$ cat src/rtl/loader_pkg.sv
// Shared definitions for the boot-time program loader: state encoding and
// default memory geometry.
package loader_pkg;

  typedef enum logic [2:0] {
    IDLE  = 3'd0,
    CLEAR = 3'd1,
    LOAD  = 3'd2,
    RUN   = 3'd3,
    ERR   = 3'd4
  } ld_state_e;

  localparam int LD_MEM_DEPTH = 256;
  localparam int LD_ADDR_W    = 8;

  // First state after an accepted start: zero-fill first, or load directly.
  function automatic ld_state_e ld_first_state(input logic clear_en);
    return clear_en ? CLEAR : LOAD;
  endfunction

endpackage

$ cat src/rtl/ld_addr_gen.sv
// Shared address counter used as the clear pointer during CLEAR and as the
// byte counter during LOAD. One bit wider than the address so a full load reads 256.
module ld_addr_gen
  import loader_pkg::*;
#(
  parameter int MEM_DEPTH = LD_MEM_DEPTH,
  parameter int ADDR_W    = LD_ADDR_W
) (
  input  logic            i_clk,
  input  logic            i_rst_n,
  input  logic            i_clr,
  input  logic            i_inc,
  output logic [ADDR_W:0] o_count,
  output logic            o_at_max
);

  localparam logic [ADDR_W:0] LP_MAX = (ADDR_W + 1)'(MEM_DEPTH - 1);

  logic [ADDR_W:0] r_count;

  // Clear has priority so a start or end-of-clear always lands on zero.
  always_ff @(posedge i_clk or negedge i_rst_n) begin
    if (!i_rst_n) begin
      r_count <= '0;
    end else if (i_clr) begin
      r_count <= '0;
    end else if (i_inc) begin
      r_count <= r_count + 1'b1;
    end
  end

  assign o_count  = r_count;
  assign o_at_max = (r_count == LP_MAX);

endmodule

$ cat src/rtl/prog_loader.sv
// Boot-time program loader: optionally zero-fills memory, writes a byte stream
// to consecutive addresses from 0, then releases the processor via o_cpu_run.
module prog_loader
  import loader_pkg::*;
#(
  parameter int MEM_DEPTH = LD_MEM_DEPTH,
  parameter int ADDR_W    = LD_ADDR_W,
  parameter int DATA_W    = 8,
  parameter int CLEAR_EN  = 1
) (
  input  logic              i_clk,
  input  logic              i_rst_n,
  input  logic              i_start,
  input  logic              i_in_valid,
  input  logic [DATA_W-1:0] i_in_data,
  input  logic              i_in_last,
  output logic              o_in_ready,
  output logic              o_mem_we,
  output logic [ADDR_W-1:0] o_mem_addr,
  output logic [DATA_W-1:0] o_mem_wdata,
  output logic              o_cpu_run,
  output logic              o_load_done,
  output logic [ADDR_W:0]   o_byte_count,
  output logic              o_err_overflow
);

  ld_state_e         r_state;
  ld_state_e         w_state_nxt;

  logic              r_mem_we;
  logic [ADDR_W-1:0] r_mem_addr;
  logic [DATA_W-1:0] r_mem_wdata;
  logic              r_cpu_run;
  logic              r_load_done;
  logic              r_err_overflow;

  logic              w_we_nxt;
  logic [ADDR_W-1:0] w_addr_nxt;
  logic [DATA_W-1:0] w_wdata_nxt;
  logic              w_run_nxt;
  logic              w_done_nxt;
  logic              w_err_nxt;

  logic              w_cnt_clr;
  logic              w_cnt_inc;
  logic [ADDR_W:0]   w_count;
  logic              w_at_max;

  ld_addr_gen #(
    .MEM_DEPTH (MEM_DEPTH),
    .ADDR_W    (ADDR_W)
  ) u_addr_gen (
    .i_clk    (i_clk),
    .i_rst_n  (i_rst_n),
    .i_clr    (w_cnt_clr),
    .i_inc    (w_cnt_inc),
    .o_count  (w_count),
    .o_at_max (w_at_max)
  );

  always_ff @(posedge i_clk or negedge i_rst_n) begin
    if (!i_rst_n) begin
      r_state        <= IDLE;
      r_mem_we       <= 1'b0;
      r_mem_addr     <= '0;
      r_mem_wdata    <= '0;
      r_cpu_run      <= 1'b0;
      r_load_done    <= 1'b0;
      r_err_overflow <= 1'b0;
    end else begin
      r_state        <= w_state_nxt;
      r_mem_we       <= w_we_nxt;
      r_mem_addr     <= w_addr_nxt;
      r_mem_wdata    <= w_wdata_nxt;
      r_cpu_run      <= w_run_nxt;
      r_load_done    <= w_done_nxt;
      r_err_overflow <= w_err_nxt;
    end
  end

  always_comb begin
    w_state_nxt = r_state;
    w_we_nxt    = 1'b0;
    w_addr_nxt  = r_mem_addr;
    w_wdata_nxt = r_mem_wdata;
    w_run_nxt   = r_cpu_run;
    w_done_nxt  = 1'b0;
    w_err_nxt   = r_err_overflow;
    w_cnt_clr   = 1'b0;
    w_cnt_inc   = 1'b0;

    unique case (r_state)
      IDLE, ERR: begin
        if (i_start) begin
          w_state_nxt = ld_first_state(CLEAR_EN != 0);
          w_cnt_clr   = 1'b1;
          w_err_nxt   = 1'b0;
        end
      end

      // The counter doubles as clear pointer; it is zeroed again on the way
      // into LOAD so the first stream byte lands at address 0.
      CLEAR: begin
        w_we_nxt    = 1'b1;
        w_addr_nxt  = w_count[ADDR_W-1:0];
        w_wdata_nxt = '0;
        if (w_at_max) begin
          w_state_nxt = LOAD;
          w_cnt_clr   = 1'b1;
        end else begin
          w_cnt_inc   = 1'b1;
        end
      end

      LOAD: begin
        if (i_in_valid) begin
          w_we_nxt    = 1'b1;
          w_addr_nxt  = w_count[ADDR_W-1:0];
          w_wdata_nxt = i_in_data;
          w_cnt_inc   = 1'b1;
          if (i_in_last) begin
            w_state_nxt = RUN;
          end else if (w_at_max) begin
            w_state_nxt = ERR;
            w_err_nxt   = 1'b1;
          end
        end
      end

      // cpu_run rises one edge after RUN entry, so the final write has
      // already been committed to memory before the first fetch.
      RUN: begin
        if (i_start) begin
          w_run_nxt   = 1'b0;
          w_state_nxt = ld_first_state(CLEAR_EN != 0);
          w_cnt_clr   = 1'b1;
          w_err_nxt   = 1'b0;
        end else begin
          w_run_nxt   = 1'b1;
          w_done_nxt  = !r_cpu_run;
        end
      end

      default: begin
        w_state_nxt = IDLE;
      end
    endcase
  end

  assign o_in_ready     = (r_state == LOAD);
  assign o_mem_we       = r_mem_we;
  assign o_mem_addr     = r_mem_addr;
  assign o_mem_wdata    = r_mem_wdata;
  assign o_cpu_run      = r_cpu_run;
  assign o_load_done    = r_load_done;
  assign o_err_overflow = r_err_overflow;
  // While clearing, the shared counter holds the clear pointer, not a byte count.
  assign o_byte_count   = (r_state == CLEAR) ? '0 : w_count;

endmodule
$ cat config.mk
export PLATFORM = sky130hd
export DESIGN_NAME = prog_loader
export DESIGN_NICKNAME = d
export VERILOG_FILES = /design/src/rtl/loader_pkg.sv /design/src/rtl/ld_addr_gen.sv /design/src/rtl/prog_loader.sv
export SDC_FILE = /design/constraint.sdc
export NUM_CORES = 1
export LEC_CHECK = 0
export CORE_MARGIN = 3
export CORE_UTILIZATION = 62
export DETAILED_ROUTE_END_ITERATION = 10
export DONT_BUFFER_PORTS = 1
export GPL_ROUTABILITY_DRIVEN = 0
export GPL_TIMING_DRIVEN = 0
export PLACE_DENSITY = 0.78
export SETUP_SLACK_MARGIN = 0.3
export SYNTH_ARGS = -nofsm -noshare
export SYNTH_HDL_FRONTEND = slang
export SYNTH_SLANG_ARGS = --single-unit
$ cat constraint.sdc
create_clock -name i_clk -period 2.7 [get_ports i_clk]
set_clock_uncertainty 0.1 [all_clocks]
set_input_delay 0.405 -clock i_clk [delete_from_list [all_inputs] [get_ports i_clk]]
set_output_delay 0.405 -clock i_clk [all_outputs]
set_load 0.01 [all_outputs]
After elaboration in Yosys (flattened, before gate mapping)
Index checks and enable logic that the tools add are counted.

Add/subtract/negate cells: 1. Equality and inequality tests: 11. Multiplexer cells: 28. Reduce and logical (&&, ||, !) cells: 9.

Operator list (count): 8-bit one-hot mux with 2 select lines (2); 9-bit 2-to-1 mux (3); 8-bit 2-to-1 mux (2); 3-bit 2-to-1 mux (5); 1-bit 2-to-1 mux (11); 9-bit by 1-bit adder with 9-bit output (second input constant) (1); 9-bit by 8-bit == test with 1-bit output (second input constant) (1); 3-bit one-hot mux with 3 select lines (1); 1-bit one-hot mux with 2 select lines (4); 3-bit by 2-bit == test with 1-bit output (second input constant) (2); 2-bit by 1-bit inequality test with 1-bit output (second input constant) (3); 2-bit nonzero test (3); 5-bit AND reduction (1); 2-bit inequality test (second input constant) (2); 4-bit AND reduction (1); 3-bit by 1-bit == test with 1-bit output (second input constant) (1); 3-bit == test (second input constant) (1); 3-bit zero test (1); 3-bit by 2-bit inequality test with 1-bit output (second input constant) (1); 3-bit OR reduction (1); 2-bit AND reduction (1); 1-bit zero test (1).

Register bits after elaboration: 32. Bits of input ports: 13. Output and inout bits: 30. Word-level logic and storage cells: 57.

Depth between registers and ports, before layout
Word-level depth: 5. Depth in mapped cells: 8. Mapped depth without buffers: 7.

Modules after synthesis
Synthesis repeated with hierarchy kept, for this count alone.

Cells, all modules: 146. Area total of the unflattened synthesis: 1582.8 um2.

By module, submodules not included: prog_loader (times used 1, cells an instance 102, area an instance 1138.6 um2, sequential area each 575.6 um2); ld_addr_gen (times used 1, cells an instance 44, area an instance 444.2 um2, sequential area each 225.2 um2).

Worst setup path after synthesis
OpenSTA, ideal clock, no wires.

Path kind: flip-flop to flip-flop. Start point: register u_addr_gen.r_count[0], in the netlist u_addr_gen.o_count[0]. End point: register u_addr_gen.r_count[6], in the netlist u_addr_gen.o_count[6]. Setup time: 0.079 ns. Data arrival time: 2.157 ns. Data required time: 2.521 ns. Path slack: 0.364 ns. Stages on the path, launching flop included: 9. Buffers on the path: 1. Period minus slack after synthesis: 2.336 ns. Path through: dfrtp_1 ha_1 inv_1 nor4_1 ha_1 or4b_4 buf_6 a211oi_2 mux2i_1.

Word-level cells in the longest chain between the ends: 4. Elaborated cells on any way between the ends: 9. Classes of those cells: add/sub: 1; eq/ne: 1; mux: 6; reduce/logical: 1.

Ends and longest elaborated chain: from (decl) (line ld_addr_gen.sv:19) `logic [ADDR_W:0] r_count;`; from (signal assigned) (line ld_addr_gen.sv:28) `r_count <= r_count + 1'b1;`; branches (longest 4 deep; another with 9-bit by 1-bit adder with 9-bit output).

Parallel ways; which one is timed is not known. The select of a mux whose other input is x is not followed. A chain may end at the register's enable or synchronous reset.

Worst setup path in the final report
Start point: register u_addr_gen.r_count[0], in the netlist u_addr_gen.o_count[0]. End point: register u_addr_gen.r_count[4], in the netlist u_addr_gen.o_count[4].

The elaborated chain is that of the path after synthesis.

==> implementation parameters <==
Parameter                              Value

STA
  Final hold violation count ... 0
  WHS ... 0.09697 ns
  Slew of the pin with the lowest slew margin ... 0.7588 ns
  Period utilization ... 0.8661
  Max Slew Vio Count ... 0
  Setup repair after global routing missed its margin ... no
  Highest Clock Rate ... 427.6 MHz
  Headroom to the max-slew limit ... 0.4919
  Total negative slack ... 0 ns
  Final worst-path setup slack ... 0.3615 ns
  Setup-violating endpoint count in the final report ... 0
  Shortest period the worst path allows ... 2.339 ns

Critical path
  Worst-path fanout max ... 4
  Start of the worst register-to-register path ... u_addr_gen.o_count[0]$_DFFE_PN0P_
  Reg-to-reg critical path endpoint ... u_addr_gen.o_count[4]$_DFFE_PN0P_
  Sort of element at the start of the critical path ... flop
  Worst setup path startpoint ... u_addr_gen.o_count[0]$_DFFE_PN0P_
  Setup crit end kind ... flop
  Req. time, crit path ... 2.85 ns
  Worst setup endpoint ... u_addr_gen.o_count[4]$_DFFE_PN0P_
  Path type of the worst setup path ... reg2reg
  Reg-to-reg slack, setup ... 0.36 ns
  Arr. time, crit path ... 2.48 ns
  R2R cell count ... 7

Synthesis
  Most used flip-flop cell after synthesis ... sky130_fd_sc_hd__dfrtp_1
  Unique masters post-synth ... 36
  Synthesized instance count ... 167
  Cell type with the largest total area after synthesis ... sky130_fd_sc_hd__dfrtp_1
  YS warnings ... 0
  Sequential element share of the synthesized area ... 0.4526
  Post-synthesis area per instance ... 10.59 um2
  Share of the synthesized area in the top cell type ... 0.4526
  Fraction of registers with async set or reset after synthesis ... 1.000
  Cell types with the highest counts after synthesis ... sky130_fd_sc_hd__dfrtp_1, sky130_fd_sc_hd__inv_1, sky130_fd_sc_hd__mux2i_1
  Post-synthesis net count ... 183
  Leading post-synthesis cells by cell area ... sky130_fd_sc_hd__dfrtp_1, sky130_fd_sc_hd__mux2i_1, sky130_fd_sc_hd__mux2_2
  Cell area after synthesis ... 1769 um2
  Number of storage elements in the synthesis netlist ... 32
  Library cell with the highest instance count after synthesis ... sky130_fd_sc_hd__dfrtp_1
  Post-synth EDFFs ... 0

GRT
  Vias in the first global route ... 1274
  Wire length of the first global-routing pass ... 5678 um
  Initial antenna violation count ... 0
  Total routing resource utilization after global routing ... 0.2191
  Maximum number of pins on one net before global-route repair ... 33
  Total congestion overflow ... 0

Final layout
  Antenna cells ... 0
  Total number of nets in the final design ... 200
  Area growth from synthesis to layout ... 11.53%
  Fillcell total ... 186
  Layout cells sized above 1 ... 0.2337
  Final Core Density ... 0.7618

CTS
  Clock tree buffer depth ... 2
  Number of H-tree levels ... 2
  Clk root buf ... sky130_fd_sc_hd__clkbuf_4
  Clk slew on worst S/H paths ... 0.09 ns
  Insertion delay to the later sink of the worst-skew pair ... 0.33 ns
  Number of buffers created by CTS ... 5
  Clock tree from TritonCTS ... built
  Total clock sinks ... 32

Drt
  Violation count after the first detailed-route iteration ... 49
  Post-route DRC violation count ... 0
  Final antenna-violating net count ... 0
  1st-pass router iterations ... 4
  Total vias in the final route ... 1300
  Drt via density ... 6.075
  Routed Wire Length ... 3617 um
  Routed WL per cell ... 16.90 um

Placement
  Pre-CTS worst setup slack ... 0.1678 ns
  Sum of net half-perimeters after detailed placement ... 2560 um
  Count of buffers inserted at the top-level ports ... 0

Power
  Power density over the cells ... 673.4 nW/um2
  IR drop worst, VDD ... 661.6 uV
  Leakage ... 0.8444 nW

Floorplan
  Effective utilization at floorplan ... 0.6831
  Die Area ... 3531 um2
  Total I/O pin count ... 43
  Standard-cell rows ... 18
  Die Y ... 59.42 um
  Core region area ... 2590 um2
  Die span in x ... 59.42 um

Status
  Result of the run ... finished clean

Worst hold path
  Class of the worst hold path ... in2reg

Flow run
  Maxcap violations ... 0
[placed cells by master, fill, tap and decap left out, types with 3 or more instances in the layout]
master,n
sky130_fd_sc_hd__o211ai_1,12
sky130_fd_sc_hd__nand3b_1,3
sky130_fd_sc_hd__inv_1,15
sky130_fd_sc_hd__mux2_2,8
sky130_fd_sc_hd__clkbuf_4,5
sky130_fd_sc_hd__nand2_1,12
sky130_fd_sc_hd__dfrtp_1,32
sky130_fd_sc_hd__a21oi_1,7
sky130_fd_sc_hd__buf_2,4
sky130_fd_sc_hd__a211oi_2,3
sky130_fd_sc_hd__nand3_1,4
sky130_fd_sc_hd__buf_4,9
sky130_fd_sc_hd__o21ai_0,3
sky130_fd_sc_hd__nor2_1,7
sky130_fd_sc_hd__nand2b_1,3
sky130_fd_sc_hd__clkbuf_1,5
sky130_fd_sc_hd__mux2i_1,16
sky130_fd_sc_hd__nor2b_1,4
[per-stage QoR]
| stage | area, um2 | power (mW) | cells |
|---|---|---|---|
| floorplan | 1769 | 0.8971 | 167 |
| global placement | 1807 | 0.9439 | 197 |
| detailed placement | 1807 | 0.9597 | 197 |
| CTS | 1922 | 1.302 | 208 |
| global route | 1973 | 1.403 | 214 |
| finish | 1973 | 1.329 | 214 |
[registers in the layout, indices dropped and copies added, names as in the netlist]
name / flops
u_addr_gen.o_count: 9
o_mem_addr: 8
r_state: 3
o_cpu_run: 1
o_load_done: 1
o_mem_we: 1
o_mem_wdata: 8
o_err_overflow: 1
[layer usage]
metal | wire length, um | vias to the layer above | GRT usage
met5 | 0 | - | 0
met4 | 29 | 0 | 0.1068
met3 | 233 | 3 | 0.06754
met2 | 1802 | 35 | 0.3510
met1 | 1551 | 635 | 0.2662
li1 | - | 627 | -
[worst min-delay path by stage]
stage	startpoint	depth (start not counted)	slack, ns	end
floorplan	i_rst_n	0	0.009	o_cpu_run$_DFFE_PN0N_
global placement	i_rst_n	0	0.01	o_mem_addr[0]$_DFFE_PN0P_
detailed placement	i_rst_n	0	0.01	o_mem_addr[0]$_DFFE_PN0P_
CTS	i_in_data[6]	2	0.09	o_mem_wdata[6]$_DFFE_PN0P_
global route	i_in_data[1]	2	0.1	o_mem_wdata[1]$_DFFE_PN0P_
finish	i_in_data[6]	2	0.1	o_mem_wdata[6]$_DFFE_PN0P_
[power breakdown]
part / total (mW) / internal (mW) / switching (mW)
combinational: 0.368 / 0.186 / 0.182
sequential: 0.661 / 0.566 / 0.0951
clock: 0.299 / 0.147 / 0.152
total: 1.33 / 0.899 / 0.429
[kinds of logic after synthesis]
logic type	Yosys count	synth area share
and+or+nand+nor	47	0.1528
AOI/OAI and AO/OA	34	0.1655
DFF	32	0.4526
buffers and inverters	27	0.06648
muxes	24	0.1414
adders and majority gates	3	0.02122
[cell type report]
class / count / area (um2) / share of cell area
clock buffers: 7 / 65.06 / 0.03297
plain buffers: 11 / 57.56 / 0.02917
well taps: 30 / 37.54 / 0.01902
inverters: 16 / 60.06 / 0.03044
multi-input cells: 108 / 862.1 / 0.4369
flip-flops and latches: 32 / 800.8 / 0.4058
repair buffers: 10 / 90.09 / 0.04566
[critical path, stage by stage, from the launching register on]
cell	delay, ns
sky130_fd_sc_hd__dfrtp_1	0.40
sky130_fd_sc_hd__ha_1	0.21
sky130_fd_sc_hd__inv_2	0.10
sky130_fd_sc_hd__nor4_2	0.07
sky130_fd_sc_hd__ha_2	0.20
sky130_fd_sc_hd__or4b_4	0.54
sky130_fd_sc_hd__a2111oi_4	0.38
sky130_fd_sc_hd__mux2i_1	0.25
[what timing repair did]
| item | in CTS | in global routing |
|---|---|---|
| setup endpoints to repair | 17 | 6 |
| setup buffers | 2 | 6 |
| hold buffers | 2 | 0 |
| pin swaps | 0 | 1 |
| hold endpoints to repair | 32 | 0 |
| resized for setup | 3 | 1 |
Power figures use the tool's default switching activity.
